File: config.mk
export PLATFORM = sky130hd
export DESIGN_NAME = alu_pipe
export DESIGN_NICKNAME = d
export VERILOG_FILES = /design/src/rtl/alu_pkg.sv /design/src/rtl/alu_mul_seq.sv /design/src/rtl/alu_pipe.sv
export SDC_FILE = /design/constraint.sdc
export NUM_CORES = 1
export LEC_CHECK = 0
export CAP_MARGIN = 5
export CORE_MARGIN = 1.5
export CORE_UTILIZATION = 40
export CTS_CLUSTER_SIZE = 28
export DETAILED_ROUTE_END_ITERATION = 10
export PLACE_DENSITY = 0.56
export SYNTH_ARGS = -nofsm -noshare
export SYNTH_HDL_FRONTEND = slang
export SYNTH_SLANG_ARGS = --single-unit
File: constraint.sdc
create_clock -name clk -period 5.3 [get_ports clk]
set_clock_uncertainty 0.2 [all_clocks]
set_input_delay 0.53 -clock clk [delete_from_list [all_inputs] [get_ports clk]]
set_output_delay 0.53 -clock clk [all_outputs]
set_load 0.02 [all_outputs]
File: src/rtl/alu_pkg.sv
// alu_pkg: opcodes, flag indices, FSM states and the saturating nibble adder shared by alu_pipe
package alu_pkg;
  localparam logic [3:0] OP_ADD    = 4'h0;
  localparam logic [3:0] OP_SUB    = 4'h1;
  localparam logic [3:0] OP_XOR    = 4'h2;
  localparam logic [3:0] OP_RED    = 4'h3;
  localparam logic [3:0] OP_SLL    = 4'h4;
  localparam logic [3:0] OP_SRA    = 4'h5;
  localparam logic [3:0] OP_ROR    = 4'h6;
  localparam logic [3:0] OP_PADDSB = 4'h7;
  localparam logic [3:0] OP_LLB    = 4'h8;
  localparam logic [3:0] OP_LHB    = 4'h9;
  localparam logic [3:0] OP_MUL    = 4'hA;
  localparam int FLG_Z = 2;
  localparam int FLG_V = 1;
  localparam int FLG_N = 0;
  typedef enum logic [1:0] {S_IDLE, S_BUSY, S_DONE} state_t;
  function automatic logic [3:0] sat4(input logic [3:0] a, input logic [3:0] b);
    logic [4:0] s;
    s = {a[3], a} + {b[3], b};
    return (s[4] != s[3]) ? (s[4] ? 4'h8 : 4'h7) : s[3:0];
  endfunction
endpackage

File: src/rtl/alu_mul_seq.sv
// alu_mul_seq: iterative shift-add multiplier, one partial product per cycle, low WIDTH bits kept
module alu_mul_seq #(
  parameter int WIDTH = 16
) (
  input  logic             clk,
  input  logic             rst,
  input  logic             start,
  input  logic [WIDTH-1:0] a,
  input  logic [WIDTH-1:0] b,
  output logic             done,
  output logic [WIDTH-1:0] p
);
  localparam int CW = $clog2(WIDTH);
  logic [WIDTH-1:0] ma, mb;
  logic [CW-1:0] cnt;
  logic busy;
  assign done = busy && cnt == CW'(WIDTH - 1);
  always_ff @(posedge clk) begin
    if (rst) begin
      busy <= 1'b0;
      cnt  <= '0;
      ma   <= '0;
      mb   <= '0;
      p    <= '0;
    end else if (start) begin
      busy <= 1'b1;
      cnt  <= '0;
      ma   <= a;
      mb   <= b;
      p    <= '0;
    end else if (busy) begin
      p    <= p + (mb[0] ? ma : '0);
      ma   <= ma << 1;
      mb   <= mb >> 1;
      cnt  <= cnt + CW'(1);
      busy <= !done;
    end
  end
endmodule

File: src/rtl/alu_pipe.sv
// alu_pipe: handshaked, registered ALU with saturating arithmetic, sequential multiply and Z/V/N flags
module alu_pipe
  import alu_pkg::*;
#(
  parameter int WIDTH = 16,
  parameter int SHW   = $clog2(WIDTH)
) (
  input  logic             clk,
  input  logic             rst,
  input  logic             in_valid,
  output logic             in_ready,
  input  logic [3:0]       aluop,
  input  logic [WIDTH-1:0] aluin1,
  input  logic [WIDTH-1:0] aluin2,
  output logic             out_valid,
  input  logic             out_ready,
  output logic [WIDTH-1:0] aluout,
  output logic             err,
  output logic [2:0]       flags
);
  localparam logic [WIDTH-1:0] SMAX = {1'b0, {(WIDTH-1){1'b1}}};
  localparam logic [WIDTH-1:0] SMIN = {1'b1, {(WIDTH-1){1'b0}}};
  localparam logic [SHW:0] WL = (SHW+1)'(WIDTH);
  state_t state;
  logic [SHW-1:0] sh;
  logic [WIDTH-1:0] sum, dif, sra, ror, red, pad, res, prod;
  logic ov_add, ov_sub, ov, rerr, z_en, vn_en, free, fire, mdone;
  assign sh     = aluin2[SHW-1:0];
  assign sum    = aluin1 + aluin2;
  assign dif    = aluin1 - aluin2;
  assign ov_add = aluin1[WIDTH-1] == aluin2[WIDTH-1] && sum[WIDTH-1] != aluin1[WIDTH-1];
  assign ov_sub = aluin1[WIDTH-1] != aluin2[WIDTH-1] && dif[WIDTH-1] != aluin1[WIDTH-1];
  assign sra    = $signed(aluin1) >>> sh;
  assign ror    = (aluin1 >> sh) | (aluin1 << (WL - {1'b0, sh}));
  assign free     = !out_valid || out_ready;
  assign in_ready = state == S_IDLE && free && !rst;
  assign fire     = in_valid && in_ready;
  always_comb begin
    red = '0;
    pad = '0;
    for (int i = 0; i < WIDTH / 8; i++)
      red = red + WIDTH'(aluin1[8*i +: 8]) + WIDTH'(aluin2[8*i +: 8]);
    for (int i = 0; i < WIDTH / 4; i++)
      pad[4*i +: 4] = sat4(aluin1[4*i +: 4], aluin2[4*i +: 4]);
  end
  always_comb begin
    res   = '0;
    rerr  = 1'b0;
    ov    = 1'b0;
    z_en  = 1'b1;
    vn_en = 1'b0;
    case (aluop)
      OP_ADD: begin
        ov    = ov_add;
        res   = ov_add ? (aluin1[WIDTH-1] ? SMIN : SMAX) : sum;
        rerr  = ov_add;
        vn_en = 1'b1;
      end
      OP_SUB: begin
        ov    = ov_sub;
        res   = ov_sub ? (aluin1[WIDTH-1] ? SMIN : SMAX) : dif;
        rerr  = ov_sub;
        vn_en = 1'b1;
      end
      OP_XOR:    res = aluin1 ^ aluin2;
      OP_RED:    res = red;
      OP_SLL:    res = aluin1 << sh;
      OP_SRA:    res = sra;
      OP_ROR:    res = ror;
      OP_PADDSB: res = pad;
      OP_LLB: begin
        res  = {aluin1[WIDTH-1:8], aluin2[7:0]};
        z_en = 1'b0;
      end
      OP_LHB: begin
        res  = {aluin2[7:0], aluin1[WIDTH-9:0]};
        z_en = 1'b0;
      end
      OP_MUL: ;
      default: begin
        rerr = 1'b1;
        z_en = 1'b0;
      end
    endcase
  end
  alu_mul_seq #(.WIDTH(WIDTH)) u_mul (
    .clk  (clk),
    .rst  (rst),
    .start(fire && aluop == OP_MUL),
    .a    (aluin1),
    .b    (aluin2),
    .done (mdone),
    .p    (prod)
  );
  always_ff @(posedge clk) begin
    if (rst) begin
      state     <= S_IDLE;
      out_valid <= 1'b0;
      aluout    <= '0;
      err       <= 1'b0;
      flags     <= '0;
    end else begin
      out_valid <= out_valid && !out_ready;
      if (fire && aluop != OP_MUL) begin
        out_valid <= 1'b1;
        aluout    <= res;
        err       <= rerr;
        if (z_en) flags[FLG_Z] <= res == '0;
        if (vn_en) begin
          flags[FLG_V] <= ov;
          flags[FLG_N] <= res[WIDTH-1];
        end
      end
      if (fire && aluop == OP_MUL) state <= S_BUSY;
      if (state == S_BUSY && mdone) state <= S_DONE;
      if (state == S_DONE && free) begin
        out_valid     <= 1'b1;
        aluout        <= prod;
        err           <= 1'b0;
        flags[FLG_Z]  <= prod == '0;
        state         <= S_IDLE;
      end
    end
  end
endmodule
# Word-level counts from Yosys, hierarchy flattened

Index checks and enable logic that the tools add are counted.

$mul: 0
Bitwise operators: 2
$add $sub $neg: 12
Shift-type cells: 4
Mux-type cells: 33
Divide/modulo/power cells: 0
Equal/unequal tests: 22
Order comparisons: 0
Reduce and logical (&&, ||, !) cells: 32

Operator list:

| cell                                                | count |
|---|---|
| 2-to-1 mux 16 bit                                   | 10 |
| one-hot mux 16 bit (10 select lines)                | 1 |
| adder 16 bit                                        | 2 |
| logical NOT 16 bit                                  | 2 |
| 2-to-1 mux 4 bit                                    | 8 |
| adder 4 x 4 -> 5 bit                                | 4 |
| OR reduction 9 bit                                  | 2 |
| equality test 4 x 3 -> 1 bit, second input constant | 4 |
| equality test 4 bit, second input constant          | 4 |
| OR 16 bit                                           | 1 |
| left shift 16 x 4 -> 16 bit                         | 1 |
| left shift 16 x 5 -> 16 bit                         | 1 |
| right shift 16 x 4 -> 16 bit                        | 1 |
| >>> shifter 16 x 4 -> 16 bit                        | 1 |
| subtractor 16 bit                                   | 1 |
| XOR 16 bit                                          | 1 |
| adder 10 x 8 -> 11 bit                              | 1 |
| logical AND 1 bit                                   | 11 |
| adder 9 x 8 -> 10 bit                               | 1 |
| adder 8 x 8 -> 9 bit                                | 1 |
| equality test 4 x 2 -> 1 bit, second input constant | 2 |
| 2-to-1 mux 1 bit                                    | 8 |
| nonzero test 2 bit                                  | 4 |
| != test 1 bit                                       | 7 |
| other kinds (18)                                    | 26 |

Logic and storage cells: 117
Output and inout port bits: 22
Memories kept: 0
Input port bits: 40
Latch bits: 0
ROM bits: 0
Register bits: 76
RAM bits: 0

# Logic depth before layout (Yosys ltp)

Gate-level depths: netlist of the first run.

Depth after elaboration: 9
Depth in mapped cells: 23
Mapped depth without buffers: 20

# Hierarchy

Synthesis of the first run repeated with hierarchy kept, for this count alone.

Cells, all modules: 1388
Area total of the unflattened synthesis: 10493.8 µm²

By module, submodules not included:

| module      | times used | sequential area each (µm²) | area each (µm²) | cells each |
|---|---|---|---|---|
| alu_pipe    | 1          | 460.4                      | 7448.4          | 1011 |
| alu_mul_seq | 1          | 1061.0                     | 3045.4          | 377 |

# Worst setup path before layout of the first run

No wires, ideal clock.

Kind: input port to flip-flop
Start: in aluin2[2]
End: reg flags[2]
Path buffers: 3
Required time: 5.004 ns
Data arrival time: 5.347 ns
Slack: -0.342 ns
Stages on the path: 22
Setup time: 0.096 ns
Cell sequence: buf_2 -> inv_1 -> clkbuf_1 -> ha_1 -> buf_2 -> o21a_1 -> o31a_1 -> o21ai_1 -> o311ai_0 -> a21oi_1 -> o21bai_1 -> a21oi_1 -> fa_1 -> xnor2_1 -> and2_1 -> o21ai_0 -> nand4_1 -> nor4_1 -> nand4_1 -> or4_1 -> or4_1 -> o41ai_2

Cells in the longest elaborated chain, start to end: 9
Elaborated cells on any way between the ends: 27
Those cells by class: add/sub: 7; eq/ne: 3; shift: 4; mux: 8; bitwise: 2; reduce/logical: 3

Ends and longest elaborated chain:

| item                                                           | RTL line        | source |
|---|---|---|
| start: declaration                                             | alu_pipe.sv:14  | `input logic [WIDTH-1:0] aluin2,` |
| branches (longest 4 deep; another with adder 10 x 8 -> 11 bit) | --              |  |
| one-hot mux 16 bit (10 select lines) (*)                       | alu_pipe.sv:52  | `case (aluop)` |
| logical NOT 16 bit (*)                                         | alu_pipe.sv:108 | `if (z_en) flags[FLG_Z] <= res == '0;` |
| 2-to-1 mux 1 bit (*)                                           | alu_pipe.sv:108 |  |
| 2-to-1 mux 3 bit (*)                                           | alu_pipe.sv:104 | `if (fire && aluop != OP_MUL) begin` |
| 2-to-1 mux 1 bit (*)                                           | alu_pipe.sv:116 | `if (state == S_DONE && free) begin` |
| end signal: indexed assignment                                 | alu_pipe.sv:110 | `flags[FLG_V] <= ov;` |
| end signal: indexed assignment                                 | alu_pipe.sv:111 | `flags[FLG_N] <= res[WIDTH-1];` |
| end: declaration                                               | alu_pipe.sv:19  | `output logic [2:0] flags` |

Mark *: on every way between the ends. The select of a mux whose other input is x is not followed.
A chain may end at the register's enable or synchronous reset.

# Final worst setup path of the first run

Start: in aluin1[0]
End: reg flags[2]

Cells in the longest elaborated chain, start to end: 9
Elaborated cells on any way between the ends: 26
Those cells by class: add/sub: 6; eq/ne: 3; shift: 4; mux: 8; bitwise: 2; reduce/logical: 3

Ends and longest elaborated chain:

| item                                                           | RTL line        | source |
|---|---|---|
| start: declaration                                             | alu_pipe.sv:13  | `input logic [WIDTH-1:0] aluin1,` |
| branches (longest 4 deep; another with adder 10 x 8 -> 11 bit) | --              |  |
| one-hot mux 16 bit (10 select lines) (*)                       | alu_pipe.sv:52  |  |
| logical NOT 16 bit (*)                                         | alu_pipe.sv:108 |  |
| 2-to-1 mux 1 bit (*)                                           | alu_pipe.sv:108 |  |
| 2-to-1 mux 3 bit (*)                                           | alu_pipe.sv:104 |  |
| 2-to-1 mux 1 bit (*)                                           | alu_pipe.sv:116 |  |

Marks and branches as above.

==> results of run 1 <==
## critical path: stages
cell	delay (ns)
clkdlybuf4s50_1	0.44
inv_2	0.11
ha_4	0.16
nor2b_4	0.04
o31a_1	0.29
o21ai_4	0.24
o311ai_4	0.11
a21oi_2	0.20
o21bai_1	0.10
a21oi_2	0.19
fa_2	0.49
xnor2_2	0.17
buf_4	0.15
nand2_2	0.09
buf_4	0.12
buf_4	0.09
buf_4	0.09
buf_4	0.08
buf_4	0.09
buf_4	0.09
a21oi_1	0.08
a311oi_1	0.28
o21ai_1	0.16
nor4_1	0.19
buf_4	0.18
o2111ai_1	0.12
o41ai_2	0.31
## metal layers
metal  GRT usage [%]  up-vias  wire length, um
met2            57.7      683            21700
met5               0        -               13
li1                -     5286                -
met3            5.64      136             4460
met4            17.3        2             2380
met1            49.8     5621            20300
## timing repair
action,4_1_cts,5_1_grt
setup endpoints to repair,1,2
buffers inserted,12,2
pin swaps,10,25
hold buffers,0,0
gates resized for setup,9,51
## kinds of logic (layout without fill, tap and decap cells)
| kind of cell | count (synthesis) | in the layout | share of synthesized area (%) |
|---|---|---|---|
| fa+ha+maj | 83 | 83 | 11.9 |
| other cells | 0 | 1 | 0 |
| buf+inv | 169 | 353 | 6.78 |
| compound gates | 383 | 383 | 25.1 |
| flops | 76 | 76 | 15.0 |
| xor+xnor | 48 | 48 | 4.14 |
| simple gates | 464 | 464 | 22.1 |
| mux | 113 | 113 | 15.0 |
## placed cells by master (no fill, tap or decap), types with 16 or more instances in the layout
cell type / Yosys / layout
nor3_1: 29 / 29
a22oi_1: 17 / 17
xnor2_1: 33 / 32
fa_1: 23 / 22
buf_4: 0 / 202
nand2_1: 113 / 111
o21ai_0: 61 / 57
nor2b_1: 17 / 16
a21oi_1: 104 / 100
nor4_1: 18 / 16
nand3_1: 36 / 35
clkdlybuf4s50_1: 0 / 41
o211ai_1: 21 / 21
dfxtp_1: 76 / 75
inv_1: 69 / 65
nor2_1: 145 / 145
ha_1: 58 / 53
nand2b_1: 26 / 26
and2_1: 17 / 16
a211oi_1: 43 / 43
mux2i_1: 71 / 71
mux4_2: 30 / 30
## sequential cells by signal, summed over array words and instances, names as in the netlist
register,flops
u_mul.mb,16
u_mul.p,16
out_valid,1
u_mul.cnt,4
u_mul.ma,16
state,2
u_mul.busy,1
aluout,16
flags,3
err,1
## final timing paths
kind              slack (ns)                       end  depth (start not counted)                      from
setup reg to reg        1.87  u_mul.p[15]$_SDFFE_PP0P_                         13  u_mul.mb[0]$_SDFFE_PP0P_
setup / recovery        0.19     flags[2]$_SDFFE_PP0P_                         27                 aluin1[0]
hold / removal          0.29     flags[0]$_SDFFE_PP0P_                          2     flags[0]$_SDFFE_PP0P_
hold reg to reg         0.29     flags[0]$_SDFFE_PP0P_                          2     flags[0]$_SDFFE_PP0P_
## final cells by class
type	count	share of cell area, %
inverter	71	2.08
timing repair buffer	266	17.0
sequential	76	11.9
clock buffer	9	1.76
multi-input combinational	1091	63.5
antenna	1	0.0195
tap	330	3.22
clock inverter	7	0.595
## power groups by stage
stage,registers (W),logic [W],clock network [W]
after global routing,0.000591,0.00135,0.000677
final,0.000590,0.00127,0.000637
after detailed placement,0.000603,0.00117,0
after floorplan,0.000611,0.000654,0
after global placement,0.000603,0.00118,0
after CTS,0.000590,0.00120,0.000649
## per-stage QoR
stage          util [%]  instances  total power [W]
4_1_cts            50.5       1848          0.00244
5_1_grt            51.2       1850          0.00262
3_5_place_dp       48.8       1820          0.00178
6_report           51.2       1851          0.00250
2_1_floorplan         -       1336          0.00127
3_3_place_gp       48.8       1820          0.00178
==> results.toml, run 1 <==
[status]
outcome = "finished clean"

[power]
leakage_nw = 5.34
swShare_pct = 41.6
peakVddDrop_mv = 0.130
p_per_area_nw_per_um2 = 195
p_switching_w = 0.00104
p_comb_share_pct = 50.9
clock_power_share_pct = 25.5
p_int_w = 0.00146
pwr-share-seq_pct = 23.6

[synthesis]
synth-main-ff-cell = "dfxtp_1"
synth-seq-cells = 76
avgSynthCellArea_um2 = 7.60
yosysMostFrequentCell = "nor2_1"
syn_inst = 1336
synth_top_area_cell = "dfxtp_1"
ys_async_sr_fraction_pct = 0
synth_nets = 1457
synth_top_area_share_pct = 15.0
synth_edf_count = 0
yosysWarnings = 0
seq_area_frac_synth_pct = 15.0
synth_area_leaders = "dfxtp_1, ha_1, mux2i_1"
synthTopCellsByCount = "nor2_1, nand2_1, a21oi_1"
synth_cell_types = 83
syn_area_um2 = 10200

[floorplan]
std_cell_rows = 58
core_um2 = 25000
ios = 62
die_h_um = 162
dieArea_um2 = 26300
initial_utilization_pct = 40.5
die_w_um = 162

[drt]
routed_wl_um = 49000
drc = 0
firstDrtPassIters = 5
wl_per_cell_um = 26.4
via_per_inst = 6.34
initialDrtViolationCount = 1630
vias = 11728
detail-route-antenna-nets = 0

[global_routing]
grt_use_total_pct = 36.9
antenna_found_initial = 2
grt_pass1_wl_um = 71400
grt_pass1_vias = 11020
grt_max_degree = 64
overflow = 0

[sta]
setup-violations-final = 0
drv_slew = 0
max_freq_mhz = 196
hold_slack_ns = 0.290
worst_slack_ns = 0.186
maxSlewHeadroom_pct = 18.0
tns_ns = 0
rsz0062_at_grt = "false"
worst_pin_slew_ns = 1.22
hold_violations = 0
fin_crit_sh_pct = 96.5
layout_min_cycle_time_ns = 5.11

[placed_design]
place_area_um2 = 12200
place_ws_ns = -0.678
gp_congestion = 1.07
portBuffers = 61
hpwl_um = 38200

[critical_path]
cp_max_fo = 3
cp-end-kind = "flip-flop"
required_ns = 5.36
cp.arrival_ns = 5.17
startpoint_type = "input port"
crit_type = "input port to flip-flop"

[clocking]
clock-sinks = 76
clockBufferDepth = 2
clk_pin_slew_ns = 0.07
cts_tree = "yes"
htree_num_levels = 3
cts-root-buf = "clkbuf_16"
cts_buffers = 9
clkLatencyLatePin_ns = 0.36

[cells_and_area]
area_growth_pct = 26.3
layout-drive-gt1-share_pct = 20.7
final_area_um2 = 12800
fill_cells = 2534
seq_area_um2 = 1520
multi_input_area_um2 = 8140
fin_nets = 1636

[hold_path]
hp-class = "flip-flop to flip-flop"

[flow_run]
drv_cap = 0
No activity file was read; power rests on OpenSTA's default activity.
==> inputs of run 2 (changes only) <==
--- a/config.mk
+++ b/config.mk
@@ -11,6 +11,7 @@
 export CTS_CLUSTER_SIZE = 28
 export DETAILED_ROUTE_END_ITERATION = 10
 export PLACE_DENSITY = 0.56
+export RECOVER_POWER = 50
 export SYNTH_ARGS = -nofsm -noshare
 export SYNTH_HDL_FRONTEND = slang
 export SYNTH_SLANG_ARGS = --single-unit
==> run 2 against run 1 <==
Net effect: the flow now finishes with violations (capacitance limit, slew limit); die area did not move; utilization shrank 0.050 points; sequential share of layout area is essentially flat; sequential power is essentially flat; register-to-register slack improved by 0.02 ns; wire length about the same; critical path depth increased by 1; power shrank 0.15%; clock power about the same; final area barely moved; global-route usage stayed put; largest cell class unchanged.
==> results.toml, run 2 (same netlist as run 1, synthesis figures left out) <==
[sta]
max_freq_mhz = 195
fin_crit_sh_pct = 96.8
worst_slack_ns = 0.171
tns_ns = 0
hold_slack_ns = 0.284
drv_slew = 59
hold_violations = 0
worst_pin_slew_ns = 2.70
maxSlewHeadroom_pct = -79.7
rsz0062_at_grt = "false"
setup-violations-final = 0
layout_min_cycle_time_ns = 5.13

[drt]
detail-route-antenna-nets = 0
firstDrtPassIters = 6
via_per_inst = 6.37
routed_wl_um = 49000
vias = 11789
initialDrtViolationCount = 1626
wl_per_cell_um = 26.5
drc = 0

[cells_and_area]
layout_commonest_cell = "buf_4"
fin_nets = 1636
fill_cells = 2539
most-common-layout-cells = "buf_4, nor2_1, nand2_1"
area_growth_pct = 26.2
layout-drive-gt1-share_pct = 20.5

[floorplan]
std_cell_rows = 58
die_w_um = 162
initial_utilization_pct = 40.5
die_h_um = 162
core_um2 = 25000
dieArea_um2 = 26300
ios = 62

[clocking]
htree_num_levels = 3
clk_pin_slew_ns = 0.07
cts_tree = "yes"
clock-sinks = 76
cts_buffers = 9
cts-root-buf = "clkbuf_16"
clkLatencyLatePin_ns = 0.36
cts_hold_buffers = 0
clockBufferDepth = 2

[power]
p_per_area_nw_per_um2 = 195
leakage_nw = 5.41
peakVddDrop_mv = 0.130
power_w = 0.00250

[critical_path]
required_ns = 5.21
cp_max_fo = 3
rr_startpoint = "u_mul.mb[0]$_SDFFE_PP0P_"
cp_slowest_cell = "fa_2"
cp-end-kind = "flip-flop"
critPathMaxStageDelay_ns = 0.49
critPathBufInv = 10
critical-path-top-delay-family = "compound AO/OA/AOI/OAI gates"
critical_path.most_common_cell = "buf_4"
startpoint_type = "input port"
crit_type = "input port to flip-flop"
cp.arrival_ns = 5.04
startpoint = "aluin1[0]"

[placed_design]
hpwl_um = 38200
gp_congestion = 1.07
place_ws_ns = -0.678
portBuffers = 61

[global_routing]
grt_pass1_vias = 11020
grt_pass1_wl_um = 71400
grt_max_degree = 64
overflow = 0
antenna_found_initial = 2
grt_use_total_pct = 36.9

[hold_path]
hp-class = "flip-flop to flip-flop"
worstHoldStart = "flags[0]$_SDFFE_PP0P_"

[status]
violations = "capacitance limit, slew limit"
outcome = "finished with violations"

[flow_run]
drv_cap = 1
==> run 2: final timing paths <==
| check | endpoint | slack [ns] | depth (start not counted) |
|---|---|---|---|
| worst max-delay path | aluout[0]$_SDFFE_PP0P_ | 0.17 | 28 |
| worst min-delay path | flags[0]$_SDFFE_PP0P_ | 0.28 | 2 |
| worst max register to register | u_mul.p[15]$_SDFFE_PP0P_ | 1.89 | 13 |
| worst min register to register | flags[0]$_SDFFE_PP0P_ | 0.28 | 2 |
==> run 2: report_power, final <==
part	switching [W]	internal, W	total (W)
combinational	0.000733	0.000538	0.00127
sequential	0.00000704	0.000582	0.000589
clock	0.000301	0.000337	0.000637
==> run 2: metal layers <==
layer,vias up,part of all wire (%),global-route usage [%]
met2,684,44,57.7
met5,-,0.027,0
met4,2,4.9,17.3
li1,5278,-,-
met3,140,9.0,5.64
met1,5685,42,49.8
==> run 2: timing repair <==
item / CTS / global route
pin swaps: 10 / 25
buffers inserted: 12 / 2
gates cloned: 0 / 0
setup endpoints to repair: 1 / 2
resized for setup: 9 / 51
==> run 2: cell type report <==
cell class	instances	area [um2]	share of cell area, %
timing repair buffer	266	2170	16.9
sequential	76	1520	11.9
inverter	71	267	2.08
clock buffer	9	225	1.76
clock inverter	7	76.3	0.596
antenna	1	2.50	0.0195
tap	330	413	3.22
multi-input combinational	1091	8140	63.5
==> run 2: worst register-to-register path, stage by stage (launching register included) <==
cell and delay [ns]:
dfxtp_1 0.63, nand2_1 0.19, inv_1 0.08, ha_1 0.22, a21oi_1 0.19, o21ai_0 0.21
o211a_1 0.29, nor2_1 0.12, a21oi_1 0.17, a211o_1 0.31, a21oi_1 0.18, xnor2_1 0.08
nor2_1 0.10, mux2_2 0.34
==> run 2: through the flow <==
stage	instances	util [%]	instance area, um2
5_1_grt	1850	51.2	12800
2_1_floorplan	1336	-	10200
3_5_place_dp	1820	48.8	12200
3_3_place_gp	1820	48.8	12200
6_report	1851	51.2	12800
4_1_cts	1848	50.5	12600
